**config.mk**
```make
export PLATFORM = sky130hd
export DESIGN_NAME = counter_unit
export DESIGN_NICKNAME = d
export VERILOG_FILES = /design/src/rtl/counter_pkg.sv /design/src/rtl/counter_next.sv /design/src/rtl/counter_unit.sv
export SDC_FILE = /design/constraint.sdc
export NUM_CORES = 1
export LEC_CHECK = 0
export CORE_AREA = 2 2 39 41
export DETAILED_ROUTE_END_ITERATION = 7
export DIE_AREA = 0 0 41 43
export GPL_TIMING_DRIVEN = 0
export PLACE_DENSITY_LB_ADDON = 0.25
export SLEW_MARGIN = 25
export SYNTH_ARGS = -nofsm -noshare
export SYNTH_HDL_FRONTEND = slang
export SYNTH_SLANG_ARGS = --single-unit
```
**constraint.sdc**
```tcl
create_clock -name ck -period 1.33 [get_ports ck]
set_input_delay 0.399 -clock ck [delete_from_list [all_inputs] [get_ports ck]]
set_output_delay 0.399 -clock ck [all_outputs]
set_load 0.03 [all_outputs]
```
**src/rtl/counter_pkg.sv**
```systemverilog
// Shared definitions for the free-running counter block.
package counter_pkg;

  // Width of the default counter instance.
  localparam int DEFAULT_WIDTH = 4;

  // Count value at the default width.
  typedef logic [DEFAULT_WIDTH-1:0] count_t;

endpackage : counter_pkg

```
**src/rtl/counter_next.sv**
```systemverilog
// Next-count logic: increments the current count and wraps to zero once the
// terminal count is reached. Purely combinational.
module counter_next #(
  parameter int WIDTH = counter_pkg::DEFAULT_WIDTH
) (
  input  logic [WIDTH-1:0] q,
  input  logic [WIDTH-1:0] max_count,
  output logic [WIDTH-1:0] nq
);

  // Wrap at the terminal count; otherwise add one modulo 2**WIDTH.
  always_comb begin
    nq = q + WIDTH'(1);
    if (q == max_count) begin
      nq = '0;
    end
  end

endmodule : counter_next

```
**src/rtl/counter_unit.sv**
```systemverilog
// Free-running counter with synchronous active-high reset. The count steps
// once per rising edge of ck and wraps to zero after MAX_COUNT. The port
// order (ck, res, q) is relied on by positional instantiations.
module counter_unit
  import counter_pkg::*;
#(
  parameter int          WIDTH     = DEFAULT_WIDTH,
  parameter int unsigned MAX_COUNT = (2**WIDTH) - 1
) (
  input  logic             ck,
  input  logic             res,
  output logic [WIDTH-1:0] q
);

  // Terminal count truncated to the counter width.
  localparam logic [WIDTH-1:0] MAX_Q = WIDTH'(MAX_COUNT);

  logic [WIDTH-1:0] nq;

  counter_next #(
    .WIDTH(WIDTH)
  ) u_next (
    .q        (q),
    .max_count(MAX_Q),
    .nq       (nq)
  );

  // Count register; reset wins over the wrap at terminal count.
  always_ff @(posedge ck) begin
    if (res) begin
      q <= '0;
    end else begin
      q <= nq;
    end
  end

endmodule : counter_unit

```
==> metrics.md <==
| Metric | Value |
|---|---|
| Status | `completed` |
| Post-synthesis register bit count | `4` |
| Max reg flops | `4` |
| FF-to-FF path depth | `3` |
| WP data required | `930 ps` |
| Area grow syn2layout | `49.6%` |
| Clock Path Buffers | `2` |
| DR vias | `134` |
| Max Cap Violations | `0` |
| Hold Violations, Final | `0` |
| Layout cells sized above 1 | `33.3%` |
| Clock transition at the registers of the reported paths | `40 ps` |
| Commonest cells after routing, fill and taps aside | `buf_2 (4), dfxtp_1 (4), clkbuf_4 (3)` |
| Ports | `6` |
| Worst Hold Path Cells | `1` |
| H-tree Lvls | `1` |
| Synth Area in XOR/XNOR | `5.98%` |
| Relative slew margins | `87.6%` |
| Regs by FF count | `q: 4 flops` |
| PortBufs | `5` |
| RSZ-0062 raised after global routing | `false` |
| Mean Syn Cell Area | `11.3 um^2` |
| CP max FO | `5` |
| Slowest-stage cell, CP | `dfxtp_1` |
| Routed Antenna Nets | `0` |
| Final setup margin | `77.8 ps` |
| Hold_sp | `q[0]$_SDFF_PP0_` |
| Peak VDD IR | `0.423 mV` |
| Adder and majority gate portion of the synthesized area | `8.55%` |
| Core area | `1380 um^2` |
| Dpl cells | `34` |
| Die area | `1760 um^2` |
| Synthesized Nets | `16` |
| Drt pass-1 iters | `2` |
| Worst-Margin Slew | `185 ps` |
| Total power after layout | `0.324 mW` |
| Leakage | `0.100 nW` |
| Clk Latency, worst-skew pair | `230 ps` |
| Compound-gate portion of the synthesized area | `19.7%` |
| Antenna diodes | `0` |
| Reg-to-Reg End | `q[3]$_SDFF_PP0_` |
| Total CTS buffers | `3` |
| Final min period | `1250 ps` |
| Die Wd | `41 um` |
| Total GRT Usage | `5.42%` |
| Vias per Instance | `3.62` |
| FP Rows | `14` |
| First-pass GRT wire length | `538 um` |
| Mux cell area share after synthesis | `0%` |
| Setup TNS Final | `0 ps` |
| Largest Register | `q` |
| Register-to-register setup slack | `270 ps` |
| Setup WS pre-CTS | `-157 ps` |
| Number of antenna violations at the first check in global routing | `0` |
| CP endpoint kind | `primary output` |
| PwrDens | `1480 nW/um^2` |
| Slew Limit Fails | `0` |
| Fmax | `799 MHz` |
| GPL Wtd Cong | `0.529` |
| Initial drt markers | `1` |
| Netlist cell types | `9` |
| Drt wl/cell | `7.86 um` |
| Die height | `43 um` |
| Largest family of logic cells by synthesized area | `compound AO/OA/AOI/OAI gates` |
| Clock root buffer | `clkbuf_4` |
| Worst clock skew | `1.01 ps` |
| Initial Util | `10.6%` |
| # clock sinks | `4` |
| Non-Filler Instances | `37` |
| Fin nets | `26` |
| DRT Wirelength | `291 um` |
| CP cell instances | `buf_2` |
| Hold crit path type | `reg -> reg` |
| Register area share after synthesis | `54.7%` |
| CP Data Arrival Time | `850 ps` |
| Synth Area in Simple Gates | `11.1%` |
| Post-Syn Area | `146 um^2` |
| Ys Warns | `0` |
| Global route overflow | `0` |
| Final Setup Violations | `0` |
| Hold_buf cts | `0` |
| CTS tree | `done` |
| Crit-path leading delay family | `flip-flops` |
| Crit path kind | `reg -> out` |
| Worst stage delay on the critical path | `390 ps` |
| Residual DRC count | `0` |
| Hold worst-path end | `q[0]$_SDFF_PP0_` |
| Crit start category | `flop` |
| Vias in the first global route | `140` |
| Mapped Cells | `13` |
| Bufs and invs on worst path | `1` |
| Final Cycle Share | `94.1%` |
| Largest net degree at the start of global routing | `6` |
| FF-to-FF Start | `q[0]$_SDFF_PP0_` |
==> cells in the mapped netlist (all sizes together) <==
| library cell | number | area, um^2 |
|---|---|---|
| dfxtp | 4 | 80.1 |
| a31oi | 2 | 12.5 |
| a21o | 1 | 7.51 |
| a311oi | 1 | 8.76 |
| and2 | 1 | 6.26 |
| ha | 1 | 12.5 |
| nor2 | 1 | 3.75 |
| nor2b | 1 | 6.26 |
| xnor2 | 1 | 8.76 |
==> per-layer routing <==
layer  vias to the layer above  GRT usage (%)  wire (um)
met1                        59           5.14        155
met2                         8           5.31         85
met5                         -              0          0
li1                         65              -          -
met4                         0           4.00          6
met3                         2           7.85         43
==> stage by stage <==
step                cell area, um^2  util [%]  hold slack, ps
global route                    219      15.8             533
finish                          219      15.8             487
CTS                             231      16.7             494
detailed placement              216      15.6             479
floorplan                       146         -             471
global placement                216      15.6             472
==> cells by family (layout without fill, tap and decap cells) <==
kind of cell    count (synthesis)  in the layout
buf+inv                         0              8
flops                           4              4
compound gates                  4              4
xor+xnor                        1              1
fa+ha+maj                       1              1
simple gates                    3              3
==> where the power goes <==
| part | leakage, nW | switching [mW] | internal, mW |
|---|---|---|---|
| Sequential | 0.0329 | 0.00844 | 0.129 |
| Clock | 0.0138 | 0.0436 | 0.101 |
| Combinational | 0.0538 | 0.0256 | 0.0168 |
| Total | 0.100 | 0.0776 | 0.246 |
==> worst max path at each step <==
stage / depth (start not counted) / end / start / slack [ps]
6_report: 1 / q[2] / q[2]$_SDFF_PP0_ / 80
4_1_cts: 1 / q[3] / q[3]$_SDFF_PP0_ / 6
3_5_place_dp: 1 / q[2] / q[2]$_SDFF_PP0_ / -160
3_3_place_gp: 1 / q[0] / q[0]$_SDFF_PP0_ / -140
5_1_grt: 1 / q[2] / q[2]$_SDFF_PP0_ / 20
2_1_floorplan: 3 / q[1]$_SDFF_PP0_ / q[0]$_SDFF_PP0_ / 160
==> area by class of cell <==
class / instances / area [um^2]
well taps: 16 / 20.0
repair buffers: 5 / 30.0
multi-input cells: 9 / 66.3
fillers: 159 / 1160
clock buffers: 3 / 22.5
flip-flops and latches: 4 / 80.1
==> timing repair <==
item | 4_1_cts | 5_1_grt
gates resized for setup | 16 | 4
buffers inserted | 0 | 0
endpoints found under the setup margin | 4 | 2
No activity file was read; power rests on OpenSTA's default activity.
